<file path="src/rtl/dma_pkg.sv">
// Shared types and constants for the word-copy DMA engine.
// Register map, CTRL bit positions and FSM state encoding.
package dma_pkg;

    typedef enum logic [2:0] {
        IDLE,
        REQ,
        RD,
        WR,
        FIN
    } state_t;

    localparam logic [15:0] ADDRBASE = 16'h0030;

    localparam logic [2:0] CTRL_OFS = 3'd0;
    localparam logic [2:0] SRC_OFS  = 3'd2;
    localparam logic [2:0] DST_OFS  = 3'd4;
    localparam logic [2:0] CNT_OFS  = 3'd6;

    localparam int CTRL_START  = 0;
    localparam int CTRL_BUSY   = 1;
    localparam int CTRL_IRQ_EN = 2;
    localparam int CTRL_DONE   = 3;
    localparam int CTRL_ABORT  = 4;

    function automatic logic in_window(input logic [15:0] a);
        return a[15:3] == ADDRBASE[15:3];
    endfunction

    function automatic logic [15:0] byte_merge(
        input logic [15:0] old,
        input logic [15:0] wdata,
        input logic [1:0]  be
    );
        return {be[1] ? wdata[15:8] : old[15:8],
                be[0] ? wdata[7:0]  : old[7:0]};
    endfunction

endpackage

</file>
<file path="src/rtl/dma_controller.sv">
// Memory-mapped DMA engine: register window responder plus bus
// master copying 16-bit words from SRC to DST, COUNT words long.
import dma_pkg::*;

module dma_controller (
    input  logic        clk,
    input  logic        reset,
    input  logic [15:0] reg_read_addr,
    output logic [15:0] reg_read_data,
    input  logic [15:0] reg_write_addr,
    input  logic [15:0] reg_write_data,
    input  logic [1:0]  reg_write_en,
    output logic        m_req,
    input  logic        m_grant,
    output logic [15:0] m_read_addr,
    input  logic [15:0] m_read_data,
    output logic [15:0] m_write_addr,
    output logic [15:0] m_write_data,
    output logic [1:0]  m_write_en,
    output logic        done_int
);

    state_t      state;
    state_t      state_nxt;
    logic [15:0] src;
    logic [15:0] dst;
    logic [15:0] count;
    logic        irq_en;
    logic        done;
    logic        abort_pend;
    logic        busy;

    logic        wr_hit;
    logic [2:0]  wr_ofs;
    logic        wr_ctrl;
    logic        start_req;
    logic        launch;
    logic        rd_hit;
    logic [2:0]  rd_ofs;
    logic [15:0] rdata;
    logic        unused_addr_lsb;

    assign busy     = (state != IDLE);
    assign done_int = done & irq_en;

    assign wr_hit    = in_window(reg_write_addr) && (reg_write_en != 2'b00);
    assign wr_ofs    = {reg_write_addr[2:1], 1'b0};
    assign wr_ctrl   = wr_hit && (wr_ofs == CTRL_OFS) && reg_write_en[0];
    assign start_req = wr_ctrl && reg_write_data[CTRL_START];
    assign launch    = start_req && !busy && (count != 16'd0);

    assign rd_hit = in_window(reg_read_addr);
    assign rd_ofs = {reg_read_addr[2:1], 1'b0};

    assign unused_addr_lsb = ^{reg_read_addr[0], reg_write_addr[0]};

    always_ff @(posedge clk or negedge reset) begin
        if (!reset) begin
            state <= IDLE;
        end else begin
            state <= state_nxt;
        end
    end

    always_comb begin
        state_nxt    = state;
        m_req        = 1'b0;
        m_read_addr  = 16'h0000;
        m_write_addr = 16'h0000;
        m_write_data = 16'h0000;
        m_write_en   = 2'b00;
        unique case (state)
            IDLE: begin
                if (launch) begin
                    state_nxt = REQ;
                end
            end
            REQ: begin
                m_req = 1'b1;
                if (m_grant) begin
                    state_nxt = RD;
                end
            end
            RD: begin
                m_req       = 1'b1;
                m_read_addr = src;
                state_nxt   = WR;
            end
            WR: begin
                m_req        = 1'b1;
                m_write_addr = dst;
                m_write_data = m_read_data;
                m_write_en   = 2'b11;
                // grant loss and abort only act here, between words
                if (count == 16'd1 || abort_pend) begin
                    state_nxt = FIN;
                end else if (!m_grant) begin
                    state_nxt = REQ;
                end else begin
                    state_nxt = RD;
                end
            end
            FIN: begin
                state_nxt = IDLE;
            end
            default: begin
                state_nxt = IDLE;
            end
        endcase
    end

    always_comb begin
        rdata = 16'h0000;
        if (rd_hit) begin
            case (rd_ofs)
                CTRL_OFS: begin
                    rdata[CTRL_BUSY]   = busy;
                    rdata[CTRL_IRQ_EN] = irq_en;
                    rdata[CTRL_DONE]   = done;
                end
                SRC_OFS: rdata = src;
                DST_OFS: rdata = dst;
                CNT_OFS: rdata = count;
                default: rdata = 16'h0000;
            endcase
        end
    end

    always_ff @(posedge clk or negedge reset) begin
        if (!reset) begin
            src           <= 16'h0000;
            dst           <= 16'h0000;
            count         <= 16'h0000;
            irq_en        <= 1'b0;
            done          <= 1'b0;
            abort_pend    <= 1'b0;
            reg_read_data <= 16'h0000;
        end else begin
            reg_read_data <= rdata;

            if (wr_hit && !busy) begin
                case (wr_ofs)
                    SRC_OFS: src <= byte_merge(src, reg_write_data, reg_write_en)
                                    & 16'hFFFE;
                    DST_OFS: dst <= byte_merge(dst, reg_write_data, reg_write_en)
                                    & 16'hFFFE;
                    CNT_OFS: count <= byte_merge(count, reg_write_data, reg_write_en);
                    default: ;
                endcase
            end

            if (state == WR) begin
                src   <= src + 16'd2;
                dst   <= dst + 16'd2;
                count <= count - 16'd1;
            end

            if (wr_ctrl) begin
                irq_en <= reg_write_data[CTRL_IRQ_EN];
            end

            // completion beats a same-cycle done-clear
            if (state == FIN || (start_req && !busy && count == 16'd0)) begin
                done <= 1'b1;
            end else if (wr_ctrl && reg_write_data[CTRL_DONE]) begin
                done <= 1'b0;
            end

            if (state == FIN) begin
                abort_pend <= 1'b0;
            end else if (busy && wr_ctrl && reg_write_data[CTRL_ABORT]) begin
                abort_pend <= 1'b1;
            end
        end
    end

endmodule

</file>
<file path="config.mk">
export PLATFORM = sky130hd
export DESIGN_NAME = dma_controller
export DESIGN_NICKNAME = d
export VERILOG_FILES = /design/src/rtl/dma_pkg.sv /design/src/rtl/dma_controller.sv
export SDC_FILE = /design/constraint.sdc
export NUM_CORES = 1
export LEC_CHECK = 0
export CAP_MARGIN = 20
export CORE_MARGIN = 2
export CORE_UTILIZATION = 44
export CTS_BUF_LIST = sky130_fd_sc_hd__clkbuf_8
export DETAILED_ROUTE_END_ITERATION = 12
export PLACE_DENSITY = 0.8
export SLEW_MARGIN = 25
export SYNTH_ARGS = -nofsm -noshare
export SYNTH_HDL_FRONTEND = slang
export SYNTH_SLANG_ARGS = --single-unit
</file>
<file path="constraint.sdc">
create_clock -name clk -period 2.08 [get_ports clk]
set_input_delay 0.416 -clock clk [delete_from_list [all_inputs] [get_ports clk]]
set_output_delay 0.416 -clock clk [all_outputs]
set_load 0.005 [all_outputs]
</file>
## Word-level counts from Yosys, hierarchy flattened

Cells that the tools add are included.

| storage, ports and cells | value |
|---|---|
| register bits | 70 |
| input bits | 69 |
| output and inout port bits | 68 |
| logic and storage cells | 102 |

| operators by class | value |
|---|---|
| add/subtract/negate cells | 3 |
| equal/unequal tests | 15 |
| muxes and demuxes | 31 |
| bitwise gates (word level) | 1 |
| reductions and logical operators | 39 |

Operator list:

| cell | count |
|---|---|
| two-way mux 16 bit | 13 |
| one-hot mux 12 bit (3 select lines) | 1 |
| adder 16 x 2 -> 16 bit, second input constant | 2 |
| two-way mux 8 bit | 4 |
| == test 13 x 3 -> 1 bit, second input constant | 2 |
| one-hot mux 3 bit (4 select lines) | 2 |
| AND reduction 3 bit | 6 |
| nonzero test 2 bit | 9 |
| == test 16 x 1 -> 1 bit, second input constant | 1 |
| logical NOT 16 bit | 1 |
| nonzero test 16 bit | 1 |
| subtractor 16 x 1 -> 16 bit, second input constant | 1 |
| logical AND 1 bit | 11 |
| logical NOT 3 bit | 3 |
| two-way mux 3 bit | 3 |
| == test 2 bit, second input constant | 4 |
| == test 3 x 2 -> 1 bit, second input constant | 2 |
| AND reduction 2 bit | 3 |
| two-way mux 1 bit | 5 |
| == test 2 x 1 -> 1 bit, second input constant | 2 |
| two-way mux 2 bit | 2 |
| inequality test 2 bit, second input constant | 2 |
| == test 3 x 1 -> 1 bit, second input constant | 1 |
| == test 3 bit, second input constant | 1 |
| other kinds (6) | 7 |

## Depth between registers and ports, before layout

Gate-level depths: netlist (run 1).

| depth | value |
|---|---|
| depth after elaboration | 9 |
| mapped depth | 7 |
| gate-level depth less buffers | 7 |

## Worst setup path before layout (run 1)

OpenSTA, ideal clock, no wires.

| timing | value |
|---|---|
| path type | flip-flop to output port |
| start | register state[2] |
| end | output port m_write_data[11] |
| arrival time | 1.713 ns |
| required time | 1.664 ns |
| setup slack | -0.049 ns |
| cell stages (with the launch flop) | 7 |
| path buffers | 3 |
| cell sequence | dfrtp_1 > clkbuf_1 > nand3b_1 > clkinv_1 > clkbuf_1 > clkbuf_1 > and2_1 |

| on the way | value |
|---|---|
| word-level cells in the longest chain between the ends | 2 |

RTL lines:

| what | RTL line | RTL |
|---|---|---|
| from (decl) | dma_controller.sv:23 | `state_t state;` |
| from (signal assigned) | dma_controller.sv:61 | `state <= state_nxt;` |
| == test 3 x 2 -> 1 bit | dma_controller.sv:72 | `unique case (state)` |
| two-way mux 16 bit | dma_controller.sv:72 |  |
| to (decl) | dma_controller.sv:18 | `output logic [15:0] m_write_data,` |

Every way passes these cells.

## Worst setup path after layout (run 1)

| timing | value |
|---|---|
| start | register state[1] |
| end | output port m_write_data[15] |

Same word-level chain as after synthesis.

==> results.cfg, run 1 <==
[timing]
setup_viol = 39
max_slew_margin = 0.581
fin_crit_ns = 2.25
drv_slew = 0
tns_ns = -2.79
fin_crit_sh = 1.08
rsz0062_at_grt = yes
hold_violations = 0
fmax_mhz = 444
worst_slack_ns = -0.174
clock_skew_ns = 0.0169
worst_pin_slew_ns = 0.625
whs_ns = 0.0265

[placement]
io_buffers = 132
placed_cell_area_sq_mm = 0.00616
dp_hpwl_um = 10700
gp_congestion = 0.991

[global_route]
gr-total-overflow = 0
track_usage = 0.313
grt_max_degree = 47
grt_pass1_vias = 4851
antenna_found_initial = 0
grt_pass1_wl_um = 25200

[die]
die-area_sq_mm = 0.0106
die_h_um = 103
die_width_um = 103
core_sq_mm = 0.00964
ios = 137
rows = 36
start_util = 0.447

[run_status]
failed_checks = setup timing
status = finished, violations left

[setup_path]
r2r_cells = 6
critical_path_class = flop to output pin
required_ns = 1.66
path_max_fanout = 4
worstPathArrival_ns = 1.84
crit_path_end_kind = output pin
startpoint_type = flop

[cells_and_area]
final_area_sq_mm = 0.00706
drive_above_1_share = 0.344
final_nets = 781
utilization = 0.732
diodes = 0
num-fill-cells = 639
area_growth_syn_to_layout_pct = 63.7

[clock_tree]
cts_max_level = 3
root_buffer = clkbuf_8
clock_sinks = 68
clock_path_buffers = 2
cts.clk_slew.worst_paths_ns = 0.08
numCtsBuffers = 9
clk_latency_ns = 0.37
cts_tree = done

[yosys]
async_flop_share = 1.00
syn-cell-area_sq_mm = 0.00431
yosys-top-cells-count = dfrtp_1, and2_1, nor2_1, nand2_1, nand3_1
synth.most_common_cell = dfrtp_1
syn_inst = 492
synth_flop_cell = dfrtp_1
synth_area_leaders = dfrtp_1, and2_1, nor2_1
syn-mean-instance-area_sq_um = 8.77
ys.warnings.count = 0
ys_seq_area_frac = 0.395
yosysUniqueCellTypes = 63
yosysTopAreaCell = dfrtp_1
synth_edf_count = 0
synth.top_cell.area_share = 0.395
synth_seq_cells = 68

[drt]
wirelength_um = 17200
drc = 0
wl_per_cell_um = 20.3
route.met3.wl_um = 1520
dr.pass1.iters = 6
final_antenna_net_count = 0
viasPerCell = 6.06
met1_length_um = 6300
num_vias = 5123
drtIter0Drc = 570
wl_met2_um = 8300
highest-signal-layer = met4

[power_and_ir_drop]
cellPowerDensity_mw_per_mm2 = 1110
leakage_nw = 3.11
p_sw_mw = 3.03
pwr-share-comb = 0.595
ir_drop_mv = 0.643
clkPwrFrac = 0.147
seqPwrFrac = 0.258
switching_share = 0.386
p_int_mw = 4.82

[min_path]
min-delay-path-class = input port to async pin

[job]
cap_viol_max_count = 0
[metrics by stage]
stage | setup slack, ns | std cells | power [mW]
2_1_floorplan | 0.0388 | 493 | 3.48
3_3_place_gp | -0.320 | 789 | 4.96
3_5_place_dp | -0.356 | 789 | 5.06
4_1_cts | -0.165 | 839 | 7.36
5_1_grt | -0.219 | 845 | 8.21
6_report | -0.174 | 845 | 7.85
[repair_timing]
item	4_1_cts	5_1_grt
setup endpoints to repair	51	89
pin swaps	13	21
hold buffers	0	0
gates resized for setup	234	63
setup buffers	28	12
cloned	6	0
[cell usage in the layout, fill, tap and decap left out, types with 6 or more instances in the layout]
| master | instances |
|---|---|
| clkdlybuf4s50_1 | 80 |
| buf_4 | 71 |
| dfrtp_1 | 66 |
| nor2_1 | 47 |
| buf_6 | 44 |
| nand2_1 | 34 |
| and2_4 | 27 |
| nand3_1 | 25 |
| and2_1 | 23 |
| a21oi_1 | 20 |
| o21ai_0 | 15 |
| nor3_1 | 14 |
| a22oi_1 | 14 |
| mux2_2 | 13 |
| buf_2 | 13 |
| nand4_1 | 11 |
| nor2b_1 | 9 |
| a211oi_1 | 9 |
| clkbuf_8 | 9 |
| inv_1 | 8 |
| and3_1 | 8 |
| buf_12 | 7 |
| mux2i_1 | 6 |
| a211o_1 | 6 |
[path summary, 6_finish.rpt]
path,from,endpoint,slack (ns)
max in group asynchronous,reset,state[0]$_DFFE_PN0P_,1.38
min in group clk,irq_en$_DFFE_PN0N_,irq_en$_DFFE_PN0N_,0.53
hold / removal,reset,src[14]$_DFFE_PN0P_,0.03
hold reg to reg,irq_en$_DFFE_PN0N_,irq_en$_DFFE_PN0N_,0.53
setup / recovery,state[1]$_DFFE_PN0P_,m_write_data[15],-0.17
setup reg to reg,count[4]$_DFFE_PN0P_,count[9]$_DFFE_PN0P_,-0.03
[layout make-up]
class | instances | area, sq um | area share
timing repair buffer | 233 | 2290 | 0.324
sequential | 68 | 1700 | 0.241
multi-input combinational | 385 | 2660 | 0.377
tap | 133 | 166 | 0.0236
clock inverter | 7 | 75.1 | 0.0106
clock buffer | 9 | 124 | 0.0175
inverter | 10 | 42.5 | 0.00603
[flip-flops by register name (all words and copies together) (netlist names)]
signal / cells
reg_read_data: 16
count: 16
irq_en: 1
state: 3
abort_pend: 1
src: 15
done: 1
dst: 15
[power by group through the flow]
stage               Combinational (mW)  Clock (mW)  Sequential [mW]
detailed placement                3.06           0             2.01
finish                            4.67        1.16             2.03
CTS                               4.25        1.15             1.97
floorplan                         1.63           0             1.84
global placement                  2.99           0             1.98
global route                      4.96        1.20             2.05
[metal layers]
metal / vias up / GRT usage
met5: - / 0
met4: 0 / 0.175
met3: 96 / 0.0481
met2: 348 / 0.505
met1: 2439 / 0.403
li1: 2240 / -
[worst max-delay path: stages (launching register included)]
cell and delay (ns):
dfrtp_2 0.42, nand3b_1 0.17, clkinv_4 0.12, buf_6 0.14, buf_12 0.13, buf_16 0.13
buf_12 0.12, and2_4 0.13, buf_6 0.11
[logic make-up (layout without fill, tap and decap cells)]
group / count (synthesis) / in the layout / share of synthesized area
simple gates: 253 / 253 / 0.325
mux: 21 / 21 / 0.0583
fa+ha+maj: 5 / 5 / 0.0145
buf+inv: 40 / 259 / 0.0389
compound gates: 104 / 104 / 0.168
flops: 68 / 68 / 0.395
other cells: 1 / 2 / 0.000869
(Power assumes the default switching activity.)
==> inputs of run 2 (changes only) <==
--- a/config.mk
+++ b/config.mk
@@ -6,7 +6,6 @@
 export NUM_CORES = 1
 export LEC_CHECK = 0
 export CAP_MARGIN = 20
-export CORE_MARGIN = 2
 export CORE_UTILIZATION = 44
 export CTS_BUF_LIST = sky130_fd_sc_hd__clkbuf_8
 export DETAILED_ROUTE_END_ITERATION = 12
==> results.cfg, run 2 (same netlist as run 1, synthesis figures left out) <==
[clock_tree]
clock_sinks = 68
numCtsBuffers = 9
root_buffer = clkbuf_8
cts.clk_slew.worst_paths_ns = 0.08
cts_tree = done
clk_latency_ns = 0.36
cts_max_level = 3
clock_path_buffers = 2

[timing]
worst_pin_slew_ns = 0.927
fin_crit_sh = 1.02
whs_ns = 0.433
worst_slack_ns = -0.0355
clock_skew_ns = 0.0125
drv_slew = 0
fmax_mhz = 473
setup_viol = 5
hold_violations = 0
fin_crit_ns = 2.12
max_slew_margin = 0.381
rsz0062_at_grt = yes
tns_ns = -0.0504

[drt]
final_antenna_net_count = 0
highest-signal-layer = met4
wirelength_um = 16200
route.met3.wl_um = 1270
met1_length_um = 6280
num_vias = 4895
viasPerCell = 5.95
drtIter0Drc = 387
dr.pass1.iters = 5
wl_met2_um = 8020
drc = 0
wl_per_cell_um = 19.7

[setup_path]
cp_top_family = buffers and inverters
crit_path_end_kind = output pin
required_ns = 1.66
cp_num_buf_inv = 2
reg2reg_from = count[12]$_DFFE_PN0P_
critical_path_class = flop to output pin
path_max_fanout = 6
crit_path_start = state[0]$_DFFE_PN0P_
path_cells = buf_4 -> nor2_4 -> nor2_1 -> clkdlybuf4s50_1
startpoint_type = flop
worstPathArrival_ns = 1.70
slowest_delay_ns = 0.53
critPathSlowestCell = clkdlybuf4s50_1

[placement]
dp.cells = 788
dp_hpwl_um = 11600
io_buffers = 132
gp_congestion = 0.972

[power_and_ir_drop]
ir_drop_mv = 0.595
clkPwrFrac = 0.171
cellPowerDensity_mw_per_mm2 = 1080
power.total_mw = 7.26
switching_share = 0.381
seqPwrFrac = 0.282
p_sw_mw = 2.76
pwr-share-comb = 0.547
p_int_mw = 4.50
leakage_nw = 2.96

[die]
rows = 35
ios = 137
core_sq_mm = 0.00937
die_width_um = 101
die-area_sq_mm = 0.0102
die_h_um = 101
start_util = 0.460

[global_route]
grt_max_degree = 41
grt_pass1_wl_um = 24300
track_usage = 0.316
gr-total-overflow = 0
grt_pass1_vias = 4766
antenna_found_initial = 0

[cells_and_area]
layout_common_cells = clkdlybuf4s50_1, dfrtp_1, buf_4, nor2_1, nand2_1
drive_above_1_share = 0.308
utilization = 0.718
layout.cells.non_filler = 823
mostFrequentLayoutCell = clkdlybuf4s50_1
diodes = 0
final_nets = 763
top_regs = count (16), reg_read_data (16)
area_growth_syn_to_layout_pct = 56.1

[run_status]
status = finished, violations left
failed_checks = setup timing

[job]
cap_viol_max_count = 0

[min_path]
min-delay-path-class = input port to async pin
-- run 2: worst reg2reg max path: stages, from the launching register on --
cell and delay, ns:
dfrtp_1 0.43, nor4_4 0.30, or2b_1 0.30, or4_4 0.53, a311oi_2 0.31, a2111oi_2 0.06
-- run 2: per-layer routing --
metal | up-vias | track usage
li1 | 2191 | -
met1 | 2379 | 0.387
met2 | 273 | 0.521
met3 | 52 | 0.0617
met4 | 0 | 0.179
met5 | - | 0
-- run 2: path summary, 6_finish.rpt --
path / slack (ns) / cells after the start / end
worst max-delay path: -0.04 / 4 / m_req
worst min-delay path: 0.43 / 2 / count[0]$_DFFE_PN0P_
worst max register to register: 0.03 / 5 / state[0]$_DFFE_PN0P_
worst min register to register: 0.54 / 1 / irq_en$_DFFE_PN0N_
max in group asynchronous: 1.07 / 3 / state[0]$_DFFE_PN0P_
min in group clk: 0.54 / 1 / irq_en$_DFFE_PN0N_
-- run 2: area by class of cell --
type                            instances  area [sq um]
Timing Repair Buffer                  215          1980
Clock inverter                          6          80.1
Sequential cell                        68          1700
Multi-Input combinational cell        385          2620
Tap cell                              129           161
Fill cell                             744          2640
Inverter                               10          42.5
Clock buffer                           10           138
-- run 2: power by group through the flow --
| stage | Sequential, mW | Clock [mW] | Combinational [mW] |
|---|---|---|---|
| after floorplan | 1.84 | 0 | 1.63 |
| after global placement | 2.00 | 0 | 3.07 |
| after detailed placement | 2.02 | 0 | 3.15 |
| after CTS | 2.00 | 1.23 | 3.77 |
| after global routing | 2.07 | 1.30 | 4.24 |
| final | 2.05 | 1.24 | 3.97 |
-- run 2: metrics by stage --
| stage | area, sq um | worst slack, ns |
|---|---|---|
| after CTS | 6620 | -0.0940 |
| after detailed placement | 6160 | -0.420 |
| after global placement | 6160 | -0.310 |
| after floorplan | 4320 | 0.0388 |
| after global routing | 6730 | -0.0697 |
| final | 6730 | -0.0355 |
-- run 2: what timing repair did --
item	CTS	global route
pin swaps	4	13
gates resized for setup	195	74
buffers inserted	20	2
hold endpoints to repair	5	0
hold buffers	1	0
endpoints found under the setup margin	56	85
cloned	4	0
